`config.mk`:
```
export PLATFORM = sky130hd
export DESIGN_NAME = boot_memh_parser
export DESIGN_NICKNAME = d
export VERILOG_FILES = /design/src/rtl/boot_memh_parser.sv
export SDC_FILE = /design/constraint.sdc
export NUM_CORES = 1
export LEC_CHECK = 0
export CAP_MARGIN = 20
export CELL_PAD_IN_SITES_DETAIL_PLACEMENT = 2
export CELL_PAD_IN_SITES_GLOBAL_PLACEMENT = 2
export CORE_MARGIN = 2
export CORE_UTILIZATION = 40
export DETAILED_ROUTE_END_ITERATION = 16
export GPL_ROUTABILITY_DRIVEN = 1
export PLACE_DENSITY_LB_ADDON = 0.2
export SLEW_MARGIN = 20
export SYNTH_ARGS = -nofsm -noshare
export SYNTH_HDL_FRONTEND = slang
export SYNTH_SLANG_ARGS = --single-unit
```
`constraint.sdc`:
```
create_clock -name clk -period 17.63 [get_ports clk]
set_input_delay 3.526 -clock clk [delete_from_list [all_inputs] [get_ports clk]]
set_output_delay 3.526 -clock clk [all_outputs]
set_load 0.005 [all_outputs]
```
`src/rtl/boot_memh_parser.sv`:
```
// Boot loader text parser: turns a readmemh-style character stream into
// addressed word write strobes; a load session ends after an idle timeout.
module boot_memh_parser #(
   parameter int address_width      = 32,
   parameter int data_width         = 32,
   parameter int char_width         = 8,
   parameter int clk_frequency      = 50000000,
   parameter int timeout_in_seconds = 1,
   parameter bit byte_swap          = 1'b0,
   parameter int count_width        = 16
) (
   input  logic                     clk,
   input  logic                     reset,
   input  logic                     in_valid,
   input  logic [char_width-1:0]    in_char,
   output logic                     out_valid,
   output logic [address_width-1:0] out_address,
   output logic [data_width-1:0]    out_data,
   output logic                     busy,
   output logic                     error,
   output logic [1:0]               error_code,
   output logic [count_width-1:0]   word_count
);
   localparam longint timeout_cycles = longint'(timeout_in_seconds) * longint'(clk_frequency);
   localparam int timer_width = $clog2(timeout_cycles + 1);
   localparam logic [timer_width-1:0] timer_load = timer_width'(timeout_cycles);
   localparam int data_nibbles = data_width / 4;
   localparam int addr_nibbles = address_width / 4;
   localparam int max_nibbles = (data_nibbles > addr_nibbles) ? data_nibbles : addr_nibbles;
   localparam int nib_width = $clog2(max_nibbles + 1);
   localparam int byte_shift = $clog2(data_width / 8);

   typedef enum logic [2:0] {IDLE, DATA, ADDR, SLASH, COMMENT, ERR} state_t;
   state_t state_reg, state_next;

   logic [timer_width-1:0]   timer_reg;
   logic [data_width-1:0]    acc_reg, acc_swapped, emit_data, out_data_reg;
   logic [address_width-1:0] addr_acc_reg, word_address_reg, out_address_reg;
   logic [nib_width-1:0]     nib_count_reg;
   logic [count_width-1:0]   word_count_reg;
   logic                     out_valid_reg, error_reg;
   logic [1:0]               error_code_reg, cause;
   logic                     timeout, data_full, addr_full;
   logic                     is_hex, is_space, is_at, is_slash, is_under, is_lf;
   logic [3:0]               nibble;
   logic                     data_load, data_shift, addr_start, addr_shift, addr_commit, emit;

   // Letters a-f / A-F carry their value minus 9 in the low nibble.
   always_comb begin
      is_hex = 1'b0;
      nibble = in_char[3:0];
      if (in_char >= char_width'(8'h30) && in_char <= char_width'(8'h39)) begin
         is_hex = 1'b1;
      end else if ((in_char >= char_width'(8'h41) && in_char <= char_width'(8'h46)) ||
                   (in_char >= char_width'(8'h61) && in_char <= char_width'(8'h66))) begin
         is_hex = 1'b1;
         nibble = in_char[3:0] + 4'd9;
      end
   end

   assign is_lf    = in_char == char_width'(8'h0A);
   assign is_space = is_lf || in_char == char_width'(8'h20) || in_char == char_width'(8'h09) ||
                     in_char == char_width'(8'h0D);
   assign is_at    = in_char == char_width'(8'h40);
   assign is_slash = in_char == char_width'(8'h2F);
   assign is_under = in_char == char_width'(8'h5F);

   assign timeout   = (timer_reg == timer_width'(1)) && !in_valid;
   assign data_full = nib_count_reg == nib_width'(data_nibbles);
   assign addr_full = nib_count_reg == nib_width'(addr_nibbles);

   always_ff @(posedge clk or posedge reset) begin
      if (reset) state_reg <= IDLE;
      else       state_reg <= state_next;
   end

   always_comb begin
      state_next = state_reg;
      cause      = 2'd0;
      if (timeout) begin
         state_next = IDLE;
      end else if (in_valid) begin
         case (state_reg)
            IDLE: begin
               if (is_hex)                     state_next = DATA;
               else if (is_at)                 state_next = ADDR;
               else if (is_slash)              state_next = SLASH;
               else if (!(is_space || is_under)) cause = 2'd1;
            end
            DATA: begin
               if (is_hex)        begin if (data_full) cause = 2'd2; end
               else if (is_space) state_next = IDLE;
               else if (is_slash) state_next = SLASH;
               else if (is_at)    cause = 2'd3;
               else if (!is_under) cause = 2'd1;
            end
            ADDR: begin
               if (is_hex) begin
                  if (addr_full) cause = 2'd2;
               end else if (is_space || is_slash) begin
                  if (nib_count_reg == '0) cause = 2'd3;
                  else state_next = is_slash ? SLASH : IDLE;
               end else if (is_at) begin
                  cause = 2'd3;
               end else if (!is_under) begin
                  cause = 2'd1;
               end
            end
            SLASH: begin
               if (is_slash) state_next = COMMENT;
               else          cause = 2'd1;
            end
            COMMENT: if (is_lf) state_next = IDLE;
            default: ;
         endcase
         if (cause != 2'd0) state_next = ERR;
      end
   end

   // A timeout in DATA flushes the partial word before the session clears.
   always_comb begin
      data_load   = 1'b0;
      data_shift  = 1'b0;
      addr_start  = 1'b0;
      addr_shift  = 1'b0;
      addr_commit = 1'b0;
      emit        = 1'b0;
      if (timeout) begin
         emit = (state_reg == DATA) && (nib_count_reg != '0);
      end else if (in_valid) begin
         case (state_reg)
            IDLE: begin
               data_load  = is_hex;
               addr_start = is_at;
            end
            DATA: begin
               data_shift = is_hex && !data_full;
               emit       = is_space || is_slash;
            end
            ADDR: begin
               addr_shift  = is_hex && !addr_full;
               addr_commit = (is_space || is_slash) && (nib_count_reg != '0);
            end
            default: ;
         endcase
      end
   end

   for (genvar gi = 0; gi < data_width / 8; gi++) begin : g_swap
      assign acc_swapped[gi*8 +: 8] = acc_reg[data_width-8-gi*8 +: 8];
   end
   assign emit_data = byte_swap ? acc_swapped : acc_reg;

   always_ff @(posedge clk or posedge reset) begin
      if (reset) begin
         timer_reg        <= '0;
         acc_reg          <= '0;
         addr_acc_reg     <= '0;
         nib_count_reg    <= '0;
         word_address_reg <= '0;
         word_count_reg   <= '0;
         out_valid_reg    <= 1'b0;
         out_data_reg     <= '0;
         out_address_reg  <= '0;
         error_reg        <= 1'b0;
         error_code_reg   <= 2'd0;
      end else begin
         if (in_valid)              timer_reg <= timer_load;
         else if (timer_reg != '0) timer_reg <= timer_reg - timer_width'(1);

         out_valid_reg <= emit;
         if (emit) begin
            out_data_reg    <= emit_data;
            out_address_reg <= word_address_reg << byte_shift;
         end

         // A flushed word stays counted for one cycle, then the idle session clears it.
         if (timeout && !emit)      word_count_reg <= '0;
         else if (emit) begin
            if (word_count_reg != '1) word_count_reg <= word_count_reg + count_width'(1);
         end
         else if (timer_reg == '0) word_count_reg <= '0;

         if (timeout) begin
            acc_reg          <= '0;
            addr_acc_reg     <= '0;
            nib_count_reg    <= '0;
            word_address_reg <= '0;
            error_reg        <= 1'b0;
            error_code_reg   <= 2'd0;
         end else begin
            if (data_load) begin
               acc_reg       <= data_width'(nibble);
               nib_count_reg <= nib_width'(1);
            end else if (data_shift) begin
               acc_reg       <= data_width'({acc_reg, nibble});
               nib_count_reg <= nib_count_reg + nib_width'(1);
            end else if (addr_start) begin
               addr_acc_reg  <= '0;
               nib_count_reg <= '0;
            end else if (addr_shift) begin
               addr_acc_reg  <= address_width'({addr_acc_reg, nibble});
               nib_count_reg <= nib_count_reg + nib_width'(1);
            end
            if (addr_commit) word_address_reg <= addr_acc_reg;
            else if (emit)   word_address_reg <= word_address_reg + address_width'(1);
            if (cause != 2'd0) begin
               error_reg      <= 1'b1;
               error_code_reg <= cause;
            end
         end
      end
   end

   assign out_valid   = out_valid_reg;
   assign out_address = out_address_reg;
   assign out_data    = out_data_reg;
   assign busy        = timer_reg != '0;
   assign error       = error_reg;
   assign error_code  = error_code_reg;
   assign word_count  = word_count_reg;
endmodule

```
Word-level counts from Yosys, hierarchy flattened

Cells that the tools add are included.

Register bits after elaboration: 211
Bits of input ports: 11

Add/sub/neg operators: 5
Magnitude comparators: 6
Eq/ne operators: 23
Muxes and demuxes: 82
Reductions and logical operators: 36

Operators with widths:

| operator              | count |
|---|---|
| $mux 32               | 11 |
| $mux 16               | 4 |
| $mux 26               | 2 |
| $mux 3                | 13 |
| $add 32x1->32 const B | 1 |
| $mux 2                | 15 |
| $mux 1                | 28 |
| $mux 4                | 7 |
| $eq 26x1->1 const B   | 1 |
| $logic_not 26->1      | 1 |
| $reduce_bool 26->1    | 1 |
| $sub 26x1->26 const B | 1 |
| $eq 8x4->1 const B    | 3 |
| $ne 4x4->1 const B    | 6 |
| $add 16x1->16 const B | 1 |
| $eq 8x6->1 const B    | 2 |
| $eq 8x7->1 const B    | 2 |
| $ge 8x7->1 const B    | 2 |
| $le 8x7->1 const B    | 2 |
| $ne 16x16->1 const B  | 1 |
| $pmux 3 s5            | 1 |
| $reduce_bool 3->1     | 4 |
| $reduce_bool 2->1     | 5 |
| $ge 8x6->1 const B    | 1 |
| 21 further kinds      | 37 |

Depth between registers and ports, before layout

Gate-level depths: netlist of run 1.

Depth in word-level cells: 17
Mapped depth: 12
Gate-level depth less buffers: 9

Worst setup path after synthesis of run 1

OpenSTA, ideal clock, no wires.

Path kind: in2reg
Start: input in_char[1]
End: register state_reg[2]
Data arrival time: 5.552 ns
Data required time: 17.495 ns
Slack: 11.943 ns
Stages: 11
Path buffers: 2
Cell sequence: inv_1 -> ha_1 -> or3b_4 -> o211a_1 -> buf_6 -> or2_1 -> buf_6 -> a221o_1 -> or2_1 -> o211ai_1 -> a21oi_2

Cells in the longest elaborated chain, start to end: 16
Elaborated cells between the ends (all ways): 57
Classes of those cells: order compare (6); eq/ne (13); mux (26); reduce/logical (12)

RTL lines:

| element                                             | RTL line | RTL |
|---|---|---|
| start: declaration                                  | 15       | `input logic [char_width-1:0] in_char,` |
| branches (longest 16 deep; another with $ge 8x7->1) | -        |  |
| end signal: assignment                              | 74       | `else state_reg <= state_next;` |
| end: declaration                                    | 34       | `state_t state_reg, state_next;` |

Several ways; the timed one is not identified. The select of a mux whose other input is x is not followed.
A chain may end at the register's enable or synchronous reset.

Worst setup path in the final report of run 1

Start: input in_char[0]
End: register addr_acc_reg[20]

Cells in the longest elaborated chain, start to end: 11
Elaborated cells between the ends (all ways): 34
Classes of those cells: order compare (6); eq/ne (3); mux (18); reduce/logical (7)

RTL lines:

| element                                                                 | RTL line | RTL |
|---|---|---|
| $ge 8x7->1, or another cell as far along                                | 54       | `end else if ((in_char >= char_width'(8'h41) && in_char <= char_width'(8'h46)) \|\|` |
| $logic_and 1x1->1, on equally long branches                             | 54, 55   |  |
| $logic_or 1x1->1                                                        | 54       |  |
| $mux 1                                                                  | 54       |  |
| $mux 1                                                                  | 52       | `if (in_char >= char_width'(8'h30) && in_char <= char_width'(8'h39)) begin` |
| $logic_and 1x1->1                                                       | 137, 141 |  |
| $mux 1                                                                  | 131      | `case (state_reg)` |
| $mux 1                                                                  | 130      | `end else if (in_valid) begin` |
| $mux 1                                                                  | 128      | `if (timeout) begin` |
| $ne 2x2->1 (no source line) / $reduce_bool 3->1 (equally long branches) | -        |  |
| $reduce_and 3->1 (no source line)                                       | -        |  |
| end signal: assignment                                                  | 202      | `addr_acc_reg <= address_width'({addr_acc_reg, nibble});` |
| end: declaration                                                        | 38       | `logic [address_width-1:0] addr_acc_reg, word_address_reg, out_address_reg;` |

Parallel ways exist; a longest one is shown, timed or not. The select of a mux whose other input is x is not followed.

==> results.txt, run 1 <==
Clk_lat worst skew: 530 ps
Vias per Instance: 5.44
Flop and latch count out of synthesis: 207
Synth-to-layout area growth: 20.8%
Layout cells sized above 1: 0.128
Worst reg-to-reg setup slack: 13860 ps
Final hold vios: 0
DR DRC count: 0
H-Tree Depth: 1
Critical path startpoint: in_char[0]
EDFF count, synth: 0
Antenna Nets Post-Route: 0
Max rail drop VDD: 0.0687 mV
Antenna violations before repair: 0
P per Cell Area: 103 mW/mm^2
Slew Viols, Final: 0
Cell variety after synth: 75
CTS Root Cell: clkbuf_16
Fin Clk Skew: 22.7 ps
Gr ovfl total: 0
MaxCap Viol Count: 0
Crit. End Element: flop
Combinational family with the most area after synthesis: simple AND/OR/NAND/NOR gates
Maximum clock path buffer count: 3
Hold buffers post-CTS: 0
Port bufs: 93
Max_slew headroom: 0.326
Sequential-to-total area share from yosys stat: 0.527
Least-Margin Pin Slew: 1000 ps
CP arrival: 7150 ps
Num Clock Sinks: 207
Leak pwr: 0.00511 uW
Main synth FF type: dfrtp_1
Place WS: 10300 ps
Reg2reg start: timer_reg[5]
Routability cong.: 0.749
Post-route cell area: 0.0119 mm^2
Yosys warns: 0
DRT Pass-1 Iters: 4
Hold Path Stages: 2
Synth Area in Adders: 0.0137
Die ar.: 0.0259 mm^2
Die Ht: 161 um
Commonest cells post-synth: 207 x dfrtp_1, 151 x nand2_1, 76 x nor2_1
Clock period minus worst slack: 6790 ps
Final WS setup: 10840 ps
Final setup vio count: 0
Layout Nets: 1062
Post_cts resized: 0
Clock slew at reported path FFs: 60 ps
CTS tree: done
Req. time, crit path: 17990 ps
Synth top area share: 0.527
Initial Util: 0.406
Synth top area cells: dfrtp_1 53%, mux2_2 7.1%, nand2_1 5.8%
Std-Cell Rows: 57
Mux cell area share after synthesis: 0.0740
Max Fanout on Critical Path: 60
Synth Area in XOR/XNOR: 0.0596
DRT iter0 DRCs: 383
Post-CTS setup buffers: 0
IO Pins: 96
Setup CP Type: in -> reg
Setup TNS: 0 ps
DP Area: 0.0110 mm^2
Fmax achieved: 147 MHz
RSZ-0062 raised after global routing: false
Total Wirelength: 27800 um
Worst r2r dst: out_data[18]
Mapped Area: 0.00984 mm^2
Most used standard cell by instance count after synthesis: dfrtp_1
Hold Crit Start: addr_acc_reg[29]
Period utilisation layout: 0.385
R2R depth: 6
Placeable Area: 0.0242 mm^2
GR Util All Layers: 0.220
Chip Width: 161 um
Hold Worst Slack: 489 ps
Class of the worst hold path: reg -> reg
Synthesized area per cell: 10.2 um^2
Cell taking the most area after synthesis: dfrtp_1
Simple-gate area share of the yosys netlist: 0.181
Hold endpoint: addr_acc_reg[29]
DP HPWL: 18200 um
First-pass GRT wire length: 46500 um
Vias: 7523
Antenna diodes: 0
CP startpoint kind: primary input
WL/cell: 20.1 um
Cells after Synth: 964
Largest net degree at the start of global routing: 143
Ys async rst share: 1.00
Complex-gate fraction of the synthesized area: 0.113
Vias in the first global route: 8338
Outcome: finished, final reports clean
Num CTS Buffers: 24
## critical path, cell delays in order
cell	delay, ps
clkdlybuf4s50_1	500
inv_1	120
ha_1	180
or3b_4	390
o211a_1	360
o211ai_2	770
nand2_1	470
a21o_1	270
buf_4	290
nand2_1	130
o21ai_0	100
## cell type report
| type | count | area (um^2) |
|---|---|---|
| flip-flops and latches | 207 | 5180 |
| well taps | 324 | 405 |
| clock inverters | 9 | 159 |
| inverters | 16 | 67.6 |
| repair buffers | 101 | 995 |
| multi-input cells | 691 | 4360 |
| fillers | 2478 | 12400 |
| clock buffers | 35 | 712 |
## kinds of logic (layout without fill, tap and decap cells)
kind of cell,count (synthesis),after routing
and+or+nand+nor,366,366
DFF,207,207
adders and majority gates,11,11
buffers and inverters,67,161
muxes,65,65
AOI/OAI and AO/OA,180,180
xor gates and xnor gates,67,67
other,1,2
## how the worst max path moves through the flow
stage	endpoint	slack, ps	cells past startpoint
final	addr_acc_reg[20]	10840	11
after global routing	addr_acc_reg[12]	10540	11
after CTS	addr_acc_reg[0]	10790	10
after detailed placement	addr_acc_reg[12]	10300	11
after global placement	addr_acc_reg[3]	10500	10
after floorplan	acc_reg[0]	8450	1
## metrics by stage
stage	util	std cells	power, uW
final	0.490	1383	1230
after floorplan	-	965	636
after detailed placement	0.454	1338	690
after CTS	0.490	1382	1240
after global placement	0.453	1338	683
after global routing	0.490	1383	1280
## cells in the final DEF (no fill, tap or decap), types with 19 or more instances in the layout
master,n
o21ai_0,66
dfrtp_1,207
nor3_1,19
nand4_1,19
xor2_1,37
nor2_1,76
clkdlybuf4s50_1,93
clkbuf_16,24
a21oi_1,48
nand3_1,24
nand2_1,151
mux2_2,62
xnor2_1,30
## routing by layer
layer  track usage  share of wire  routed length [um]
met2         0.383           0.50               13900
met3        0.0307          0.032                 897
met5             0              0                   0
met1         0.300           0.45               12600
met4        0.0357          0.011                 309
## power breakdown
group	internal, uW	switching (uW)	leakage [uW]
Sequential	504	40.5	0.00279
Clock	339	206	0.000426
Combinational	62.2	75.6	0.00190
(Power assumes the default switching activity.)
==> inputs of run 2 (changes only) <==
- CORE_UTILIZATION: 40 -> 37
- clock period: 17.63 -> 6.6 ns (I/O delays scaled with it)
==> results.txt, run 2 (synthesized netlist as in run 1, its figures left out) <==
Outcome: finished, final reports clean
Total Wirelength: 27100 um (-2.3%)
Slew Viols, Final: 0 (unchanged)
Worst path slowest cell: a2111oi_2
Port bufs: 93 (unchanged)
Met2 wire len: 13200 um (-5.5%)
DRT iter0 DRCs: 356 (-7.0%)
Largest net degree at the start of global routing: 102 (-29%)
Post-CTS setup buffers: 0 (unchanged)
First-pass GRT wire length: 46000 um (-0.89%)
Die Ht: 167 um (+3.9%)
Top sig layer: met4
DP HPWL: 17800 um (-1.8%)
Least-Margin Pin Slew: 1090 ps (+81.2 ps)
P per Cell Area: 275 mW/mm^2 (+170%)
Vias per Instance: 5.41 (-0.51%)
Max rail drop VDD: 0.207 mV (+200%)
Hold buffers post-CTS: 0 (unchanged)
Final setup vio count: 0 (unchanged)
CP peak stage delay: 710 ps (-60 ps)
DR WL met3: 774 um (-14%)
DR DRC count: 0 (unchanged)
Post_cts resized: 0 (unchanged)
Clk_lat worst skew: 540 ps (about the same)
Leak pwr: 0.00515 uW (+0.79%)
Final WS setup: 2060 ps (-8780 ps)
Final hold vios: 0 (unchanged)
Maximum clock path buffer count: 3 (unchanged)
Req. time, crit path: 7000 ps (-10990 ps)
IO Pins: 96 (unchanged)
Num CTS Buffers: 25 (+4.2%)
DRT Pass-1 Iters: 4 (unchanged)
Gr ovfl total: 0 (unchanged)
Initial Util: 0.378 (-0.0282)
GR Util All Layers: 0.200 (-0.0206)
CP bufs+invs: 4 (+1)
Reg2reg start: timer_reg[18]
Setup TNS: 0 ps (unchanged)
Commonest non-fill, non-tap cell in the layout: dfrtp_1
Antenna Nets Post-Route: 0 (unchanged)
Place WS: 1490 ps (-8810 ps)
Wl on met1: 12800 um (+1.8%)
Fin Clk Skew: 17.9 ps (-4.84 ps)
CTS tree: done
Layout Nets: 1068 (+0.56%)
Die ar.: 0.0279 mm^2 (+7.9%)
WL/cell: 19.4 um (-3.5%)
Antenna violations before repair: 0 (unchanged)
Num Clock Sinks: 207 (unchanged)
Antenna diodes: 0 (unchanged)
Crit. End Element: flop
CP startpoint kind: primary input
Chip Width: 167 um (+3.9%)
Max_slew headroom: 0.271 (-0.0545)
Synth-to-layout area growth: 21.7%
Layout cells sized above 1: 0.131 (+0.00303)
Fmax achieved: 220 MHz
H-Tree Depth: 1 (unchanged)
Setup CP Type: in -> reg
Commonest non-fill, non-tap cells in the layout: 207 x dfrtp_1, 151 x nand2_1, 93 x clkdlybuf4s50_1, 76 x nor2_1, 66 x o21ai_0
RSZ-0062 raised after global routing: false
Clock slew at reported path FFs: 60 ps (about the same)
Vias: 7577 (+0.72%)
Hold Crit Start: addr_acc_reg[28]
Period utilisation layout: 0.688
Max Fanout on Critical Path: 36 (-40%)
Vias in the first global route: 8368 (+0.36%)
Routability cong.: 0.721 (-3.7%)
Post-route cell area: 0.0120 mm^2 (+0.73%)
Placeable Area: 0.0261 mm^2 (+7.5%)
Crit path top cell by count: buf_4
Class of the worst hold path: reg -> reg
MaxCap Viol Count: 0 (unchanged)
CTS Root Cell: clkbuf_16
Critical path startpoint: in_char[1]
Std-Cell Rows: 59 (+3.5%)
Crit path cell chain: clkdlybuf4s50_1, inv_1, ha_1, o21bai_1, a2111oi_2, o211ai_2, buf_4, nand2_1, a21o_1, buf_4, o21ai_0
CP arrival: 4940 ps (-2210 ps)
DP Area: 0.0110 mm^2 (+0.44%)
Clock period minus worst slack: 4540 ps
CP top delay family: compound AO/OA/AOI/OAI gates
Worst reg-to-reg setup slack: 2970 ps (-10890 ps)
-- run 2: cell count changes in the layout (fill, tap and decap cells not counted), sizes merged --
cell    before  now
inv         16   17
clkinv       4    5
clkbuf      35   34
buf          8   13
-- run 2: layout make-up --
type	count	area (um^2)
clock inverter	11	180
inverter	16	63.8
clock buffer	34	699
sequential	207	5180
tap	335	419
multi-input combinational	691	4360
fill	2730	14100
timing repair buffer	106	1070
-- run 2: worst reg2reg max path: stages (launching register included) --
cell	delay, ps
dfrtp_1	420
or4_4	600
nor3_4	350
nand4_1	150
buf_4	240
o21ai_4	770
buf_4	580
mux2_2	420
-- run 2: metal layers --
layer | GRT usage | vias to the layer above
li1 | - | 3525
met1 | 0.283 | 3920
met2 | 0.334 | 104
met3 | 0.0235 | 28
met4 | 0.0364 | 0
met5 | 0 | -
-- run 2: worst paths after layout --
| kind | to | cells after the start |
|---|---|---|
| worst min register to register | addr_acc_reg[28] | 2 |
| worst max register to register | out_data[12] | 7 |
| worst min-delay path | addr_acc_reg[28] | 2 |
| min in group asynchronous | out_data[25] | 2 |
| max in group asynchronous | timer_reg[24] | 4 |
| worst max-delay path | addr_acc_reg[25] | 11 |
-- run 2: where the power goes --
part,switching [uW],leakage (uW),internal [uW]
Clock,568,0.000435,905
Combinational,202,0.00193,169
Sequential,107,0.00279,1350
Total,876,0.00515,2420
-- run 2: stage by stage --
| step | total power [uW] | utilization | cells | hold WS, ps |
|---|---|---|---|---|
| after global routing | 3450 | 0.459 | 1400 | 519 |
| after detailed placement | 1840 | 0.424 | 1353 | 476 |
| after floorplan | 1700 | - | 965 | 445 |
| final | 3300 | 0.459 | 1400 | 484 |
| after CTS | 3340 | 0.458 | 1398 | 490 |
| after global placement | 1820 | 0.424 | 1353 | 458 |
